==> src/rtl/usb_cdc_btn_encoder.sv <==
// Debounces eight button inputs against the USB frame counter and queues one
// ASCII byte per committed edge ('A'+n on press, 'a'+n on release) for CDC IN.
module usb_cdc_btn_encoder #(
    parameter int DEBOUNCE_FRAMES = 10,
    parameter int FIFO_DEPTH      = 4
) (
    input  logic        clk_i,
    input  logic        rst_i,
    input  logic [7:0]  btn_i,
    input  logic [10:0] frame_i,
    input  logic        configured_i,
    output logic [7:0]  in_data_o,
    output logic        in_valid_o,
    input  logic        in_ready_i,
    output logic [7:0]  level_o,
    output logic        overflow_o
);

    localparam int AW = (FIFO_DEPTH > 1) ? $clog2(FIFO_DEPTH) : 1;
    localparam logic [AW:0] FULL_COUNT = (AW+1)'(FIFO_DEPTH);
    localparam logic [3:0]  LAST_COUNT = 4'(DEBOUNCE_FRAMES - 1);

    logic [7:0]  sync1_reg;
    logic [7:0]  sync_reg;
    logic [10:0] frame_q_reg;
    logic        tick;

    logic [7:0]  level_reg;
    logic [7:0]  level_next;
    logic [7:0]  pol_reg;
    logic [7:0]  pol_next;
    logic [7:0]  pend_reg;
    logic [7:0]  pend_next;
    logic        overflow_reg;
    logic        overflow_next;
    logic [3:0]  cnt_reg  [8];
    logic [3:0]  cnt_next [8];
    logic [7:0]  differ;
    logic [7:0]  commit;

    logic [7:0]  mem_reg [FIFO_DEPTH];
    logic [AW-1:0] wr_ptr_reg;
    logic [AW-1:0] rd_ptr_reg;
    logic [AW:0]   count_reg;
    logic        full;
    logic        empty;
    logic        pop;
    logic        push;
    logic [7:0]  grant;
    logic [7:0]  push_data;

    assign tick = (frame_i != frame_q_reg);

    generate
        for (genvar gi = 0; gi < 8; gi++) begin : g_chan
            assign differ[gi] = (sync_reg[gi] != level_reg[gi]);
            // Commit replaces the increment that would reach DEBOUNCE_FRAMES.
            assign commit[gi] = differ[gi] & tick & (cnt_reg[gi] == LAST_COUNT);
            assign cnt_next[gi] = !differ[gi] ? 4'd0 :
                                  !tick       ? cnt_reg[gi] :
                                  commit[gi]  ? 4'd0 :
                                                cnt_reg[gi] + 4'd1;
        end
    endgenerate

    assign level_next = level_reg ^ commit;
    assign pol_next   = (pol_reg & ~commit) | (sync_reg & commit);

    assign full  = (count_reg == FULL_COUNT);
    assign empty = (count_reg == '0);
    assign pop   = !empty && in_ready_i;
    assign push  = configured_i && (pend_reg != 8'd0) && (!full || pop);

    always_comb begin
        push_data = 8'h00;
        grant     = 8'h00;
        if (push) begin
            grant = pend_reg & (~pend_reg + 8'd1);
        end
        for (int i = 7; i >= 0; i--) begin
            if (pend_reg[i]) begin
                push_data = pol_reg[i] ? 8'(8'h41 + i) : 8'(8'h61 + i);
            end
        end
    end

    // A commit landing on a bit that is being pushed this cycle is a fresh event, not an overwrite.
    always_comb begin
        pend_next     = 8'h00;
        overflow_next = 1'b0;
        if (configured_i) begin
            pend_next     = (pend_reg & ~grant) | commit;
            overflow_next = |(commit & pend_reg & ~grant);
        end
    end

    always_ff @(posedge clk_i) begin
        if (rst_i) begin
            sync1_reg    <= 8'h00;
            sync_reg     <= 8'h00;
            frame_q_reg  <= 11'd0;
            level_reg    <= 8'h00;
            pol_reg      <= 8'h00;
            pend_reg     <= 8'h00;
            overflow_reg <= 1'b0;
            for (int i = 0; i < 8; i++) begin
                cnt_reg[i] <= 4'd0;
            end
        end else begin
            sync1_reg    <= btn_i;
            sync_reg     <= sync1_reg;
            frame_q_reg  <= frame_i;
            level_reg    <= level_next;
            pol_reg      <= pol_next;
            pend_reg     <= pend_next;
            overflow_reg <= overflow_next;
            for (int i = 0; i < 8; i++) begin
                cnt_reg[i] <= cnt_next[i];
            end
        end
    end

    always_ff @(posedge clk_i) begin
        if (rst_i) begin
            wr_ptr_reg <= '0;
            rd_ptr_reg <= '0;
            count_reg  <= '0;
            for (int i = 0; i < FIFO_DEPTH; i++) begin
                mem_reg[i] <= 8'h00;
            end
        end else if (!configured_i) begin
            wr_ptr_reg <= '0;
            rd_ptr_reg <= '0;
            count_reg  <= '0;
        end else begin
            if (push) begin
                mem_reg[wr_ptr_reg] <= push_data;
                wr_ptr_reg          <= wr_ptr_reg + 1'b1;
            end
            if (pop) begin
                rd_ptr_reg <= rd_ptr_reg + 1'b1;
            end
            if (push && !pop) begin
                count_reg <= count_reg + 1'b1;
            end else if (pop && !push) begin
                count_reg <= count_reg - 1'b1;
            end
        end
    end

    assign in_valid_o = !empty;
    assign in_data_o  = empty ? 8'h00 : mem_reg[rd_ptr_reg];
    assign level_o    = level_reg;
    assign overflow_o = overflow_reg;

endmodule

==> config.mk <==
export PLATFORM = sky130hd
export DESIGN_NAME = usb_cdc_btn_encoder
export DESIGN_NICKNAME = d
export VERILOG_FILES = /design/src/rtl/usb_cdc_btn_encoder.sv
export SDC_FILE = /design/constraint.sdc
export NUM_CORES = 1
export LEC_CHECK = 0
export CORE_MARGIN = 1
export CORE_UTILIZATION = 50
export DETAILED_ROUTE_END_ITERATION = 10
export PLACE_DENSITY_LB_ADDON = 0.12
export SETUP_SLACK_MARGIN = 0.15
export SLEW_MARGIN = 20
export SYNTH_ARGS = -nofsm -noshare
export SYNTH_HDL_FRONTEND = slang
export SYNTH_SLANG_ARGS = --single-unit
==> constraint.sdc <==
create_clock -name clk_i -period 3 [get_ports clk_i]
set_clock_uncertainty 0.1 [all_clocks]
set_input_delay 0.45 -clock clk_i [delete_from_list [all_inputs] [get_ports clk_i]]
set_output_delay 0.45 -clock clk_i [all_outputs]
set_load 0.01 [all_outputs]
[After elaboration in Yosys (flattened, before gate mapping)]
Memory sizes are Yosys's and may differ from the RTL's. A register that Yosys moved wholly into a read port is not among the register bits.
Index checks and enable logic that the tools add are counted.
Widths: inputs -> output; s select.
Cells by class
  multiplexer cells: 64
  $add $sub $neg: 13
  bitwise gates (word level): 37
  equal/unequal tests: 18
  reductions and logical operators: 16
Operators with widths (number)
  $mux 4: 32
  $mux 8: 10
  $and 8x8->8: 6
  $mux 6: 8
  $add 4x1->4 const B: 8
  $eq 4x4->1 const B: 8
  $not 8->8: 3
  $and 1x1->1: 16
  $or 8x8->8: 2
  $reduce_or 8->1: 2
  $ne 11x11->1: 1
  $add 8x1->8 const B: 1
  $mux 1: 8
  $ne 1x1->1: 8
  $or 1x1->1: 8
  $reduce_bool 8->1: 1
  $xor 8x8->8: 1
  $mux 7: 1
  $mux 2: 3
  $mux 3: 2
  $logic_and 1x1->1: 5
  $add 2x1->2 const B: 2
  $logic_not 1->1: 4
  $add 3x1->3 const B: 1
  other kinds (7): 7
Word-level totals
  word-level logic and storage cells: 160
  RAM bits: 64
  memories: 2
  output and inout port bits: 18
  flip-flop bits (word level): 59
  input bits: 23
Memory list
  cnt_reg: words 8, width 4, rd ports 8, clocked after memory_dff 0, wr ports 8, line 36  | logic [3:0] cnt_reg [8];
  mem_reg: words 4, width 8, rd ports 1, clocked after memory_dff 1, wr ports 4, line 41  | logic [7:0] mem_reg [FIFO_DEPTH];

[Longest topological paths before layout]
  word-level depth: 11
  mapped depth: 9
  depth with buffers taken out: 8

[Worst setup path before layout]
Ideal clock, no wire load.
  kind: reg-to-reg
  start point: register count_reg[0]
  end point: register count_reg[2]
  arrival time: 2.179 ns
  required time: 2.829 ns
  stages on the path, launching flop included: 10
  setup slack: 0.651 ns
  period minus slack after synthesis: 2.349 ns
  buffers on the path: 1
  setup time: 0.071 ns
  path through: dfxtp_1 or3_1 clkbuf_1 nand2_1 ha_1 inv_1 fa_1 xor2_1 or3_1 a21oi_1
On the way
  word-level cells in the longest chain between the ends: 8
  elaborated cells on any way between the ends: 16
  classes of those cells: add/sub: 2; eq/ne: 1; mux: 2; reduce/logical: 11
Ends and longest elaborated chain
  start: declaration: line 44  | logic [AW:0] count_reg;
  start signal: assignment: line 144  | count_reg <= count_reg + 1'b1;
  start signal: assignment: line 146  | count_reg <= count_reg - 1'b1;
  $logic_not 3->1 (*): line 70  | assign empty = (count_reg == '0);
  $logic_not 1->1 (*)
  via in_valid_o: line 13  | output logic in_valid_o,
  $logic_and 1x1->1 (*): line 71  | assign pop = !empty && in_ready_i;
  $logic_or 1x1->1: line 72  | assign push = configured_i && (pend_reg != 8'd0) && (!full || pop);
  $logic_and 1x1->1: line 72
  $logic_not 1->1: line 145  | end else if (pop && !push) begin
  $logic_and 1x1->1: line 145
  $reduce_bool 2->1 (no source line)
The timed path passes the listed nets; every way through them passes the cells marked *. The select of a mux whose other input is x is not followed.
A chain may end at the register's enable or synchronous reset.

==> run_results.csv <==
group,metric,value,unit
run_status,status,"finished, final reports clean",
die,core,0.0103,mm²
layout,drive_above_1_share,0.109,
die,die_x,105,µm
logic_synthesis,synth_cells,540,
logic_synthesis,synth_most_common_cell,"dfxtp_1",
setup_path,regToRegEndpoint,"count_reg[2]",
global_route,grt_busiest_layer,"met2",
global_route,grt_util_met3,0.0580,
timing,finalHoldViolations,0,
logic_synthesis,synth-edff-count,24,
detailed_routing,viasPerCell,5.45,
detailed_routing,wl_per_cell,14.1,µm
layout,fin_util,0.616,
place,dpl.hpwl,7080,µm
setup_path,arrival,2.11,ns
worst_hold_path,min_from,"sync1_reg[7]",
layout,syn2layout_area_growth,19.6,%
die,io_pins,41,
layout,fin_cells,724,
logic_synthesis,synth_warnings,0,
pwr,p_total,3.72,mW
detailed_routing,drc,0,
pwr,power_density,584,mW/mm²
logic_synthesis,ys_top_cells_by_area,"dfxtp_1, edfxtp_1, a21oi_1, ha_1, nor2b_1",
clock_network,htreeDepth,4,
clock_network,cts_buffers,17,
detailed_routing,route.antenna.remaining_nets,0,
setup_path,r2r_cells,8,
global_route,grt_max_degree,47,
timing,period_share,0.888,
worst_hold_path,whs_path_depth,1,
setup_path,cp-end-kind,"output pin",
logic_synthesis,syn-cell-area,0.00532,mm²
timing,tns,0,ns
timing,setup_violations,0,
global_route,grt-ovfl-total,0,
detailed_routing,vias,3948,
place,io_buffers,38,
die,start_util,0.515,
pwr,peakVddDrop,0.343,mV
logic_synthesis,avgSynthCellArea,9.85,µm²
logic_synthesis,synth_seq_cells,117,
setup_path,cp-start-kind,"register",
logic_synthesis,synth_top_cells_by_count,"dfxtp_1, nor2_1, nand2_1",
clock_network,cts.sinks,117,
setup_path,crit_path_max_fanout,6,
logic_synthesis,yosysSeqAreaShare,0.485,
clock_network,clk_latency,0.51,ns
global_route,antenna_found_initial,0,
layout,fin_nets,617,
clock_network,cts_hold_buf,0,
timing,rsz0062_at_grt,"no",
die,rows,37,
pwr,power_leakage,2.42,nW
worst_hold_path,holdCritPathClass,"register to register",
logic_synthesis,yosysTopAreaCellShare,0.350,
clock_network,cts_setup_buffers,0,
clock_network,cts_tree,"done",
logic_synthesis,ys.flop_type,"dfxtp_1",
detailed_routing,wirelength,10200,µm
clock_network,cts_max_path_buffers,2,
logic_synthesis,synth_cell_type_count,56,
timing,fmax,376,MHz
worst_hold_path,hold_end,"sync_reg[7]",
global_route,grt_pass1_vias,3856,
setup_path,cp.required,2.45,ns
job,cap_viol_max_count,0,
die,die_area,0.0111,mm²
timing,hold_slack,0.335,ns
global_route,grt_use_total,0.203,
timing,fin_crit,2.66,ns
setup_path,r2r-start,"count_reg[0]",
global_route,grtUsageMet2,0.344,
global_route,grtUsageMet1,0.239,
clock_network,root_buffer,"clkbuf_8",
layout,largest_reg_flops,32,
logic_synthesis,ys_async_sr_fraction,0,
detailed_routing,first_pass_iters,4,
layout,n_antenna_cell,0,
global_route,grt_pass1_wl,17600,µm
place,dp_cells,693,
timing,slew_viol_final,0,
clock_network,cts.reportedPaths.clkPinSlew,0.05,ns
setup_path,rrSetupSlack,0.52,ns
logic_synthesis,synth_area_leader_cell,"dfxtp_1",
clock_network,cts_resized,1,
place,place_congestion,0.808,
detailed_routing,drt_iter0_drc,196,
die,die-height,105,µm
setup_path,critical_path_class,"register to output pin",
[power breakdown]
group / internal (mW) / leakage [nW] / switching [mW]
Sequential: 1.64 / 0.987 / 0.0147
Clock: 1.28 / 0.282 / 0.652
Combinational: 0.0639 / 1.15 / 0.0603
Total: 2.99 / 2.42 / 0.727
[layout make-up]
| class | instances | area, µm² |
|---|---|---|
| Sequential cell | 117 | 2580 |
| Clock buffer | 27 | 502 |
| Fill cell | 915 | 3960 |
| Inverter | 28 | 105 |
| Multi-Input combinational cell | 366 | 2480 |
| Clock inverter | 4 | 70.1 |
| Timing Repair Buffer | 46 | 453 |
| Tap cell | 136 | 170 |
[per-stage QoR]
stage               cell area (µm²)  worst slack [ns]
global route                   6360             0.244
detailed placement             5790             0.168
global placement               5790             0.241
CTS                            6360             0.295
finish                         6360             0.337
floorplan                      5330             0.651
[cells in the final DEF (no fill, tap or decap), drive strengths merged, types with 8 or more instances in the layout]
cell type	count
nand3	13
clkdlybuf4s50	38
o21ai	18
nand2	48
xnor2	12
a311oi	12
nor2	48
ha	17
a21oi	44
or4	11
and2	9
buf	8
dfxtp	93
nor2b	30
or3	22
inv	27
xor2	13
clkbuf	27
edfxtp	24
[layer usage]
| metal | routed length, µm | vias up |
|---|---|---|
| met4 | 88 | 0 |
| met5 | 0 | - |
| li1 | - | 1984 |
| met2 | 5160 | 77 |
| met3 | 368 | 10 |
| met1 | 4590 | 1877 |
[critical path, stage by stage (launching register included)]
cell             delay (ns)
dfxtp_2                0.45
mux4_2                 0.52
and2_1                 0.17
clkdlybuf4s50_1        0.47
[logic make-up (layout without fill, tap and decap cells)]
kind of cell	count (synthesis)	count (layout)	share of synthesized area
other	1	2	0.000705
xor gates and xnor gates	25	25	0.0411
muxes	10	10	0.0336
adders and majority gates	18	18	0.0437
DFF	117	117	0.485
buffers and inverters	58	105	0.0508
AOI/OAI and AO/OA	111	111	0.139
and+or+nand+nor	200	200	0.206
[worst max path at each step]
stage | from | slack (ns) | to | cells after the start
3_3_place_gp | in_ready_i | 0.24 | count_reg[2] | 9
3_5_place_dp | in_ready_i | 0.17 | count_reg[2] | 9
6_report | register | 0.34 | in_data_o[2] | 3
4_1_cts | register | 0.30 | in_data_o[2] | 3
2_1_floorplan | count_reg[0] | 0.65 | count_reg[2] | 9
5_1_grt | register | 0.24 | in_data_o[0] | 3
(Power assumes the default switching activity.)
==> RTL edit 1: new RTL, same flow settings <==
Register the inputs `btn_i` and `configured_i` before use, cleared by the reset. The logic sees them one clock later. The other inputs are not delayed to match.
--- a/src/rtl/usb_cdc_btn_encoder.sv
+++ b/src/rtl/usb_cdc_btn_encoder.sv
@@ -21,2 +21,15 @@
     localparam logic [3:0]  LAST_COUNT = 4'(DEBOUNCE_FRAMES - 1);
+
+    logic [7:0] btn_q;
+    logic configured_q;
+
+    always_ff @(posedge clk_i) begin
+        if (rst_i) begin
+            btn_q        <= '0;
+            configured_q <= '0;
+        end else begin
+            btn_q        <= btn_i;
+            configured_q <= configured_i;
+        end
+    end
 
@@ -71,3 +84,3 @@
     assign pop   = !empty && in_ready_i;
-    assign push  = configured_i && (pend_reg != 8'd0) && (!full || pop);
+    assign push  = configured_q && (pend_reg != 8'd0) && (!full || pop);
 
@@ -90,3 +103,3 @@
         overflow_next = 1'b0;
-        if (configured_i) begin
+        if (configured_q) begin
             pend_next     = (pend_reg & ~grant) | commit;
@@ -109,3 +122,3 @@
         end else begin
-            sync1_reg    <= btn_i;
+            sync1_reg    <= btn_q;
             sync_reg     <= sync1_reg;
@@ -130,3 +143,3 @@
             end
-        end else if (!configured_i) begin
+        end else if (!configured_q) begin
             wr_ptr_reg <= '0;
Check against the original RTL: same outputs for any inputs over 10 cycles, from zero or initial values and one cycle with rst_i high; that may be too few to reach the edited logic, so the function may still have changed.
==> RTL edit 1 against the original RTL <==
Register-to-register slack barely moved. Critical path type unchanged. Via count rose by 3.6%. Cell count up 2.3%. Worst setup slack got worse by 0.061 ns. Die area increased by 4.4%. Area after synthesis is 4.5% higher. First-iteration DRC count rose by 29%. Highest routed layer unchanged. Critical endpoint is now in_data_o[5]. Power is 4.0% higher. Cell area rose by 3.9%. Routed wire length rose by 8.1%. Critical path depth stayed put. Sequential cell count rose by 9.
==> RTL edit 1: results (changes against the original RTL) <==
power:
  pg_comb_w: 0.000118  # -5%
  peakVddDrop_uv: 504  # +47%
  internal_power_w: 0.00306  # +2.4%
  cellLeakagePower_nw: 2.42  # +0.14%
yosys:
  syn_inst: 561  # +3.9%
  synthAdderAreaFrac_pct: 4.18  # -0.19 points
  synth_cell_type_count: 50  # -11%
  yosysTopAreaCellShare_pct: 36.7  # +1.7 points
  synth-seq-area-share_pct: 49.7  # +1.1 points
  ys_top_cells_by_count: "dfxtp_1, nor2b_1, nor2_1"
  synth.area.top_cells: "dfxtp_1, edfxtp_1, nor2b_1, ha_1, a21oi_1"
route:
  finalWirelength_um: 11000  # +8.1%
  wl_met3_um: 611  # +66%
  met2WireLength_um: 5450  # +5.5%
  wl_met1_um: 4760  # +3.7%
global_routing:
  met2_usage_pct: 35.6  # +1.1 points
  grt_first_pass_wirelength_um: 18800  # +6.7%
  grt_max_degree: 51  # +8.5%
finish:
  multi_input_area_share_pct: 38.5  # -0.45 points
  clkCellAreaFrac_pct: 8.75  # -0.24 points
  nNonClkInverters: 27  # -3.6%
  fill_cells: 914  # -0.11%
  seqCellArea_um2: 2760  # +7.0%
  buffers: 44  # -4.3%
  sh_seq_area_pct: 41.8  # +1.2 points
worst_hold_path:
  min_to: "sync1_reg[0]$_SDFF_PP0_"
status:
  status: "complete, no violations"
clock_tree:
  insertion_delay_ns: 0.53  # +0.02 ns
place:
  dp.cells: 709  # +2.3%
[RTL edit 1: cell count changes in the layout (fill, tap and decap cells not counted), moves of 11 or more]
cell      before  now
nor2b_1       30   41
a31o_2         6   17
nor3_1         0   12
nand2_1       47   31
nand2b_1       0   18
[RTL edit 1: worst max path at each step]
| stage | startpoint | slack (ns) | cells after the start | end |
|---|---|---|---|---|
| 5_1_grt | register | 0.19 | 3 | in_data_o[5] |
| 6_report | register | 0.28 | 3 | in_data_o[5] |
| 4_1_cts | register | 0.22 | 3 | in_data_o[5] |
| 3_5_place_dp | in_ready_i | 0.11 | 9 | count_reg[2]$_SDFFE_PP0P_ |
| 2_1_floorplan | pend_reg[3]$_SDFF_PP0_ | 0.54 | 9 | count_reg[2]$_SDFFE_PP0P_ |
| 3_3_place_gp | in_ready_i | 0.26 | 9 | count_reg[2]$_SDFFE_PP0P_ |
[RTL edit 1: repair_timing]
item | 4_1_cts | 5_1_grt
setup endpoints to repair | 6 | 0
buffers inserted | 0 | 0
resized for setup | 1 | 0
==> RTL edit 2: new RTL, same flow settings <==
Without the edit above. Change the parameter `FIFO_DEPTH` from 4 to 2.
--- a/src/rtl/usb_cdc_btn_encoder.sv
+++ b/src/rtl/usb_cdc_btn_encoder.sv
@@ -4,3 +4,3 @@
     parameter int DEBOUNCE_FRAMES = 10,
-    parameter int FIFO_DEPTH      = 4
+    parameter int FIFO_DEPTH      = 2
 ) (
Behaviour: same outputs for any inputs over 10 cycles, from zero or initial values and one cycle with rst_i high; that may be too few to reach the edited logic, so the function may still have changed.
==> RTL edit 2 against the original RTL <==
The run now ends with design-rule violations left. Worst setup slack improved by 0.25 ns. Area after synthesis fell by 13%. Sequential cell count decreased by 16. Global-route usage down 1.2 points. Die area down 13%. Power down 34%. Combinational power down 9%. Register-to-register slack improved by 0.07 ns. Cell count shrank 11%. Via count fell by 12%. Cell area down 17%. Routed wire length fell by 17%. Critical endpoint is now count_reg[1]$_SDFFE_PP0P_.
==> RTL edit 2: results (changes against the original RTL) <==
route:
  wl_met1_um: 4110  # -10%
  drcViolationCount: 2  # +2
  wl_met3_um: 333  # -9.5%
  vias: 3493  # -12%
  first_pass_iters: 7  # +3
  detail_route.iter0.violations: 199  # +1.5%
yosys:
  avgSynthCellArea_um2: 9.19  # -6.8%
  ys_top_cells_by_count: "dfxtp_1, a21oi_1, nor2_1, nor2b_1, nand2_1"
  synth_cell_type_count: 47  # -16%
place:
  dp.cells: 625  # -9.8%
  post-place-ws_ns: 0.368  # +0.200 ns
  gp_congestion: 0.797  # -1.4%
  hpwl_um: 5860  # -17%
power:
  cellLeakagePower_nw: 1.95  # -19%
setup_path:
  arrival_ns: 2.62  # +0.51 ns
  crit_path_max_fanout: 9  # +3
  r2r_cells: 6  # -2
status:
  violations: "design-rule violations"
  status: "complete, but fails checks"
finish:
  fin_nets: 568  # -7.9%
  drive_above_1_share_pct: 7.13  # -3.8 points
  fill_cells: 791  # -14%
  fin_cells: 641  # -11%
global_routing:
  grt_usage_pct: 19.0  # -1.2 points
  grt_max_degree: 60  # +28%
  grt_first_pass_wirelength_um: 15000  # -15%
  grt_use_met3_pct: 4.01  # -1.8 points
clock_tree:
  htreeDepth: 3  # -1
  path_clk_slew_ns: 0.11  # +0.06 ns
  insertion_delay_ns: 0.37  # -0.14 ns
==> RTL edit 2: cells by family after synthesis <==
kind of cell	count (synthesis)	share of synthesized area [%]
AO/OA/AOI/OAI	112	15.7
XOR/XNOR	23	4.37
adder cells (fa/ha/maj)	17	4.61
buffers and inverters	51	4.77
flip-flops	101	46.4
multiplexers	9	2.03
other	1	0.0813
AND/OR/NAND/NOR	188	22.0
==> RTL edit 2: power groups by stage <==
stage	registers, W	clock network, W	logic, W
4_1_cts	0.00140	0.000947	0.000114
2_1_floorplan	0.00143	0	0.0000685
5_1_grt	0.00141	0.00102	0.000126
3_5_place_dp	0.00144	0	0.000114
3_3_place_gp	0.00143	0	0.000112
6_report	0.00140	0.000924	0.000113
==> RTL edit 2: final cells by class <==
type,instances,area (um2),area share (%)
multi-input cells,351,2260,42.9
clock buffers,11,151,2.87
well taps,108,135,2.56
flip-flops and latches,101,2140,40.7
clock inverters,5,65.1,1.23
repair buffers,42,430,8.17
inverters,23,86.3,1.64
==> RTL edit 2: worst max-delay path: stages, from the launching register on <==
cell and delay, ns:
dfxtp_1 0.39, or4_4 0.61, o311ai_4 0.31, inv_1 0.10, ha_1 0.32, or3_1 0.37
a21oi_1 0.13
==> RTL edit 2: final timing paths <==
path | slack, ns | startpoint | endpoint
min reg2reg | 0.34 | sync1_reg[5]$_SDFF_PP0_ | sync_reg[5]$_SDFF_PP0_
max reg2reg | 0.59 | pend_reg[6]$_SDFF_PP0_ | count_reg[1]$_SDFFE_PP0P_
min | 0.34 | sync1_reg[5]$_SDFF_PP0_ | sync_reg[5]$_SDFF_PP0_
max | 0.59 | pend_reg[6]$_SDFF_PP0_ | count_reg[1]$_SDFFE_PP0P_
